**config.mk**
```make
export PLATFORM = sky130hd
export DESIGN_NAME = fc_act_loader
export DESIGN_NICKNAME = d
export VERILOG_FILES = /design/src/rtl/fc_pkg.sv /design/src/rtl/fc_requant.sv /design/src/rtl/fc_act_loader.sv
export SDC_FILE = /design/constraint.sdc
export NUM_CORES = 2
export LEC_CHECK = 0
export BUFFER_PORTS_ARGS = -buffer_cell sky130_fd_sc_hd__buf_2
export CORE_AREA = 2 2 412 414
export DETAILED_ROUTE_END_ITERATION = 12
export DIE_AREA = 0 0 414 416
export HOLD_SLACK_MARGIN = 0.12
export PLACE_DENSITY_LB_ADDON = 0.08
export SYNTH_ARGS = -nofsm -noshare
export SYNTH_HDL_FRONTEND = slang
export SYNTH_SLANG_ARGS = --single-unit
```
**constraint.sdc**
```tcl
create_clock -name clk -period 3.7 [get_ports clk]
set_clock_uncertainty 0.05 [all_clocks]
set_input_delay 0.185 -clock clk [delete_from_list [all_inputs] [get_ports clk]]
set_output_delay 0.185 -clock clk [all_outputs]
set_load 0.01 [all_outputs]
```
**src/rtl/fc_pkg.sv**
```systemverilog
// rtl/fc_pkg.sv - shared constants and state type for the fc activation loader
package fc_pkg;
   localparam int WIDTH  = 8;
   localparam int IN     = 128;
   localparam int ZW     = 23;
   localparam int SHIFT  = 7;
   localparam int SETTLE = 2;
   localparam int IDX_W  = $clog2(IN);
   localparam int SET_W  = $clog2(SETTLE + 1);

   typedef enum logic [1:0] {
      ST_FILL,
      ST_SETTLE,
      ST_OUT
   } state_t;
endpackage

```
**src/rtl/fc_requant.sv**
```systemverilog
// rtl/fc_requant.sv - round-half-up right shift of z with unsigned saturation to WIDTH bits
module fc_requant #(
   parameter int ZW    = 23,
   parameter int WIDTH = 8,
   parameter int SHIFT = 7
) (
   input  logic [ZW-1:0]    z,
   output logic [WIDTH-1:0] q
);
   localparam logic [ZW:0] RND  = (ZW+1)'(1) << (SHIFT - 1);
   localparam logic [ZW:0] MAXV = {{(ZW+1-WIDTH){1'b0}}, {WIDTH{1'b1}}};

   logic [ZW:0] sum;
   logic [ZW:0] t;

   // One extra bit keeps the rounding add from wrapping at z = 2^ZW-1
   always_comb begin
      sum = {1'b0, z} + RND;
      t   = sum >> SHIFT;
      q   = (t > MAXV) ? {WIDTH{1'b1}} : t[WIDTH-1:0];
   end
endmodule

```
**src/rtl/fc_act_loader.sv**
```systemverilog
// rtl/fc_act_loader.sv - deserialises activations into the layer input vector and streams out the requantised result
module fc_act_loader
   import fc_pkg::*;
(
   input  logic             clk,
   input  logic             rst_n,
   input  logic             s_valid,
   output logic             s_ready,
   input  logic [WIDTH-1:0] s_data,
   input  logic             s_last,
   output logic [WIDTH-1:0] x [0:IN-1],
   input  logic [ZW-1:0]    z,
   output logic             m_valid,
   input  logic             m_ready,
   output logic [WIDTH-1:0] m_data,
   output logic             err_len
);
   state_t           state_q, state_d;
   logic [IDX_W-1:0] idx_q, idx_d;
   logic [SET_W-1:0] cnt_q, cnt_d;
   logic [WIDTH-1:0] buf_q [0:IN-1];
   logic [WIDTH-1:0] buf_d [0:IN-1];
   logic             m_valid_q, m_valid_d;
   logic [WIDTH-1:0] m_data_q, m_data_d;
   logic             err_q, err_d;
   logic [WIDTH-1:0] q;

   fc_requant #(.ZW(ZW), .WIDTH(WIDTH), .SHIFT(SHIFT)) u_requant (
      .z (z),
      .q (q)
   );

   assign x       = buf_q;
   assign s_ready = rst_n && (state_q == ST_FILL);
   assign m_valid = m_valid_q;
   assign m_data  = m_data_q;
   assign err_len = err_q;

   always_comb begin
      state_d   = state_q;
      idx_d     = idx_q;
      cnt_d     = cnt_q;
      buf_d     = buf_q;
      m_valid_d = m_valid_q;
      m_data_d  = m_data_q;
      err_d     = 1'b0;
      case (state_q)
         ST_FILL: begin
            if (s_valid && s_ready) begin
               buf_d[idx_q] = s_data;
               if (idx_q == IDX_W'(IN - 1)) begin
                  err_d   = !s_last;
                  idx_d   = '0;
                  state_d = ST_SETTLE;
               end else if (s_last) begin
                  // Short frame: clear the tail so stale activations never reach the layer
                  for (int j = 0; j < IN; j++) begin
                     if (j > int'(idx_q)) buf_d[j] = '0;
                  end
                  err_d   = 1'b1;
                  idx_d   = '0;
                  state_d = ST_SETTLE;
               end else begin
                  idx_d = idx_q + 1'b1;
               end
            end
         end
         ST_SETTLE: begin
            cnt_d = cnt_q + 1'b1;
            if (cnt_q == SET_W'(SETTLE - 1)) begin
               cnt_d     = '0;
               m_valid_d = 1'b1;
               m_data_d  = q;
               state_d   = ST_OUT;
            end
         end
         ST_OUT: begin
            if (m_ready) begin
               m_valid_d = 1'b0;
               state_d   = ST_FILL;
            end
         end
         default: state_d = ST_FILL;
      endcase
   end

   always_ff @(posedge clk) begin
      if (!rst_n) begin
         state_q   <= ST_FILL;
         idx_q     <= '0;
         cnt_q     <= '0;
         buf_q     <= '{default: '0};
         m_valid_q <= 1'b0;
         m_data_q  <= '0;
         err_q     <= 1'b0;
      end else begin
         state_q   <= state_d;
         idx_q     <= idx_d;
         cnt_q     <= cnt_d;
         buf_q     <= buf_d;
         m_valid_q <= m_valid_d;
         m_data_q  <= m_data_d;
         err_q     <= err_d;
      end
   end
endmodule

```
* Yosys cells after proc, flatten, opt, wreduce, memory -nomap -nowiden
Index checks and enable logic that the tools add are counted.
Storage, ports and cells: register bits 1045, input port bits 36, output and inout bits 1035, logic and storage cells 434
Operators by class: add/sub/neg operators 3, $lt $le $gt $ge 130, eq/ne operators 8, mux-type cells 147, bitwise operators 1, reductions and logical operators 11
Operator list (number):
- $mux 1016 | 2
- $mux 8 | 129
- $bwmux 1024 | 1
- $gt 7x7->1 const A | 64
- $gt 6x7->1 const A | 32
- $gt 5x7->1 const A | 16
- $demux 8 s7 | 1
- $gt 4x7->1 const A | 8
- $gt 3x7->1 const A | 4
- $add 23x7->24 const B | 1
- $gt 17x8->1 const B | 1
- $gt 2x7->1 const A | 2
- $mux 7 | 2
- $mux 2 | 6
- $ge 8x8->1 const B | 1
- $lt 8x1->1 const B | 1
- $not 7->8 | 1
- $add 7x1->7 const B | 1
- $eq 7x7->1 const B | 1
- $gt 1x7->1 const A | 1
- $pmux 2 s3 | 1
- $reduce_and 3->1 | 2
- $eq 2x1->1 const B | 2
- $mux 1 | 4
- other kinds (12) | 16

* Depth between registers and ports, before layout
depth after elaboration 9, gate-level depth with buffers 12, mapped depth without buffers 7

* Cells and area by module
A second synthesis with hierarchy kept.
Unflattened totals: cell total of the unflattened synthesis 3997, area total of the unflattened synthesis 40834.2 um2
Modules (own cells, without submodules):
- fc_act_loader | times used 1, cells each 3945, area an instance 40450.0 um2, sequential area each 20920.1 um2
- fc_requant | times used 1, cells each 52, area an instance 384.1 um2, sequential area each 0.0 um2

* Worst setup path after synthesis
Ideal clock, no wire load.
path kind reg-to-reg, start reg idx_q[1], end reg buf_q, in the netlist x[920], arrival time 2.541 ns, data required time 3.496 ns, path slack 0.955 ns, stages on the path, launching flop included 12, buffers on the path 5, period minus slack after synthesis 2.745 ns, path through dfxtp_1 -> buf_6 -> buf_2 -> clkbuf_1 -> buf_1 -> inv_1 -> ha_1 -> clkbuf_1 -> nand2_1 -> inv_1 -> o31ai_1 -> a21oi_1
On the way: cells in the longest elaborated chain, start to end 9, elaborated cells between the ends (all ways) 12
RTL lines:
- start: declaration | RTL line fc_act_loader.sv:19 | logic [IDX_W-1:0] idx_q, idx_d;
- start signal: assignment | RTL line fc_act_loader.sv:98 | idx_q <= idx_d;
- $not 7->8 (not written as such) | RTL line fc_act_loader.sv:50 | buf_d[idx_q] = s_data;
- $ge 8x8->1 (not written as such) or $lt 8x1->1 (tied branches) | RTL line fc_act_loader.sv:50
- $logic_and 1x1->1 (not written as such) | RTL line fc_act_loader.sv:50
- $mux 8 (not written as such) | RTL line fc_act_loader.sv:50
- $demux 8 s7 | RTL line fc_act_loader.sv:50
- $bwmux 1024 | RTL line fc_act_loader.sv:50
- $mux 8 | RTL line fc_act_loader.sv:58 | if (j > int'(idx_q)) buf_d[j] = '0;
- $mux 1016 | RTL line fc_act_loader.sv:55 | end else if (s_last) begin
- $mux 1016 (*) | RTL line fc_act_loader.sv:51 | if (idx_q == IDX_W'(IN - 1)) begin
- end signal: assignment | RTL line fc_act_loader.sv:100 | buf_q <= buf_d;
- end: declaration | RTL line fc_act_loader.sv:21 | logic [WIDTH-1:0] buf_q [0:IN-1];
Mark *: on every way between the ends. The rest lies on a longest branch, timed or not. A chain may end at the register's enable or synchronous reset.

* Worst setup path after layout
start in z[7], end reg m_data_q[7] (netlist: m_data[7])
On the way: cells in the longest elaborated chain, start to end 3
RTL lines:
- start: declaration | RTL line fc_act_loader.sv:12 | input logic [ZW-1:0] z,
- $add 23x7->24 (*) | RTL line fc_requant.sv:18 | sum = {1'b0, z} + RND;
- $gt 17x8->1 | RTL line fc_requant.sv:20 | q = (t > MAXV) ? {WIDTH{1'b1}} : t[WIDTH-1:0];
- $mux 8 (*) | RTL line fc_requant.sv:20
- end signal: assignment | RTL line fc_act_loader.sv:102 | m_data_q <= m_data_d;
- end: declaration | RTL line fc_act_loader.sv:24 | logic [WIDTH-1:0] m_data_q, m_data_d;
Marks and branches as above.

==> results.md <==
* Outcome: completed
* Hold buffers post-CTS at 43
* Max-slew headroom at 0.1686
* Compound-Gate Fraction of Synth Area at 0.1375
* GRT met2 Usage at 0.4224
* Hpwl dp at 164600 um
* Utilization after layout at 0.3143
* Top FF cell, synth: dfxtp_1
* Peak supply drop at 473.7 uV
* Crit path launch type: primary input
* M1 GR Usage at 0.3095
* Post-Synth Adder-Cell Area at 0.001586
* Area grow syn2layout at 33.97%
* Core ar. at 0.1681 mm^2
* CTS tree: done
* Final Hold Fails at 0
* Worst path arrival time at 4.09 ns
* Library cells used by synthesis at 76
* # IOs at 1071
* LEAKAGE at 21.74 nW
* CTS H-tree depth at 4
* CP max FO at 8
* DR DRC count at 0
* Most frequent cell after synthesis: dfxtp_1
* Initial DRC count at 2661
* Antenna-violating nets left at 0
* Die width at 414 um
* Final setup fails at 0
* Tmin final at 3.470 ns
* Worst-Margin Slew at 1.239 ns
* Sinks on the clock net at 1045
* Data required time at the worst endpoint at 4.32 ns
* Met3 Usage GRT at 0.06821
* R2R setup slack at 0.32 ns
* Power, Total at 25.48 mW
* Vert. Die Dim at 416 um
* Number of post-CTS setup repair buffers at 0
* Largest net degree at the start of global routing at 133
* Synthesized area at 0.03945 mm^2
* Slew Viols, Final at 0
* Hold Crit Class: in -> reg
* Post-synthesis mux area share at 0.07564
* Fmax at 288.2 MHz
* NumNets Final at 5860
* Drt wl/cell at 27.84 um
* Commonest cells in the netlist: 1045 x dfxtp_1, 1039 x nand2_1, 646 x a21oi_1
* Dominant cells by area after synthesis: dfxtp_1 53%, nand2_1 9.9%, a21oi_1 8.2%
* Standard-cell rows at 151
* Number of synthesized flops with an enable pin at 0
* Post-CTS Resized at 0
* TritonRoute pass-1 iters at 5
* Grt ovf at 0
* Global-route wire length before repair at 309700 um
* Crit path kind: in -> reg
* Synth async-reset ratio at 0
* Pwr dens at 482.1 mW/mm^2
* WL final at 226700 um
* Critical Path Sink Type: flip-flop
* Area leader, netlist: dfxtp_1
* Post-Syn Nets at 4729
* Fin crit share at 0.9379
* Post-Synth XOR/XNOR Area at 0.002886
* DIE AREA at 0.1722 mm^2
* TritonCTS buffer count at 131
* GP Congestion at 0.8789
* Unrepaired setup endpoints after global routing: false
* Global Route Usage Sum at 0.2524
* Seq/Total Area, Yosys at 0.5303
* Routed vias/inst at 4.786
* Starting density of the core at 0.2346
* Clk buf depth at 3
* Maximum capacitance violations at 0
* Clk pin slew, worst setup/hold paths at 0.06 ns
* Layout cells sized above 1 at 0.2671
* Yosys top cell area share at 0.5303
* Final TNS setup at 0 ns
* GR peak layer: met2
* Simple-gate share of the synthesized area at 0.2213
* Worst-Skew Late Latency at 0.78 ns
* Synth Register Bits at 1045
* Vias at 38970
* Clock Tree Root: clkbuf_16
* Yosys warns at 0
* Avg Cell Area, Syn at 8.416 um^2
* Number of port buffers at 1064
* Syn Inst Count at 4688
* Initial antenna violation count at 3
* Vias in the first global route at 36770
* Largest family of logic cells by synthesized area: simple AND/OR/NAND/NOR gates
layout make-up:
type                            count  area, um^2
Sequential cell                  1045       20930
Timing Repair Buffer             1285        7323
Clock inverter                     44       548.0
Clock buffer                      189        3777
Antenna cell                        5       12.51
Inverter                           15       56.30
Multi-Input combinational cell   3341       17440
Fill cell                       18280      115300
Tap cell                         2218        2775
metal layers:
| metal | vias to the layer above | share of wire | wire, um |
|---|---|---|---|
| met5 | - | 0.00011 | 24 |
| met4 | 4 | 0.036 | 8152 |
| met3 | 283 | 0.067 | 15270 |
| met2 | 1337 | 0.48 | 107900 |
| met1 | 19020 | 0.42 | 95340 |
| li1 | 18330 | - | - |
cell usage in the layout, fill, tap and decap left out, types with 6 or more instances in the layout:
cell type	n
nand2b_1	14
buf_12	14
o21ai_0	53
and3_1	7
nor3_4	8
clkbuf_1	31
nor3_2	6
bufinv_16	6
clkbuf_8	26
o22ai_1	69
dfxtp_2	7
buf_6	9
dlygate4sd3_1	43
o21ai_1	81
nand3_1	375
nor4_1	8
o221a_2	49
a31oi_1	10
buf_2	1055
a211oi_1	10
buf_4	164
xor2_1	6
nand2_1	1039
nor2_2	34
a21oi_1	645
clkbuf_16	132
clkinv_2	20
nor2_1	484
nand4_1	10
dfxtp_1	1038
xnor2_1	7
nor3_1	19
o21a_1	9
inv_1	14
nor2b_1	11
mux2i_1	297
path summary, 6_finish.rpt:
check	start	to	cells after the start
setup / recovery	z[7]	m_data[7]	11
hold reg to reg	x[742]	x[742]	2
setup reg to reg	state_q[0]	m_data[7]	8
hold / removal	s_valid	x[703]	4
per-stage QoR:
stage          instances  area, um^2  hold WS [ns]  setup slack (ns)
5_1_grt             8137       52840        0.2162            0.1488
3_5_place_dp        7861       48090        0.3932            0.4662
6_report            8142       52860        0.2155            0.2298
2_1_floorplan       4688       39450        0.3664            0.9550
4_1_cts             8137       52840        0.1460            0.3155
3_3_place_gp        7861       48090        0.3899            0.4649
flip-flops by register name, indices dropped and copies added, names as in the netlist:
register  count
m_data        8
err_len       1
idx_q         7
state_q       2
cnt_q         2
m_valid       1
x          1024
report_power, final:
group          total [mW]  switching (mW)  internal [mW]
combinational        1.18           0.954          0.224
clock                13.0            5.45           7.58
sequential           11.3          0.0100           11.3
logic make-up after synthesis:
kind of cell | count (synthesis)
simple gates | 2060
flops | 1045
compound gates | 965
buf+inv | 302
mux | 298
xor+xnor | 13
fa+ha+maj | 5
critical path: stages:
cell and delay [ns]:
dlygate4sd3_1 0.52, buf_2 0.14, ha_1 0.22, nand4_1 0.16
nor2_1 0.08, a211o_1 0.29, dlygate4sd3_1 0.60, a2111oi_4 0.63
dlygate4sd3_1 0.64, a21oi_1 0.05, dlygate4sd3_1 0.56
(Power assumes the default switching activity.)
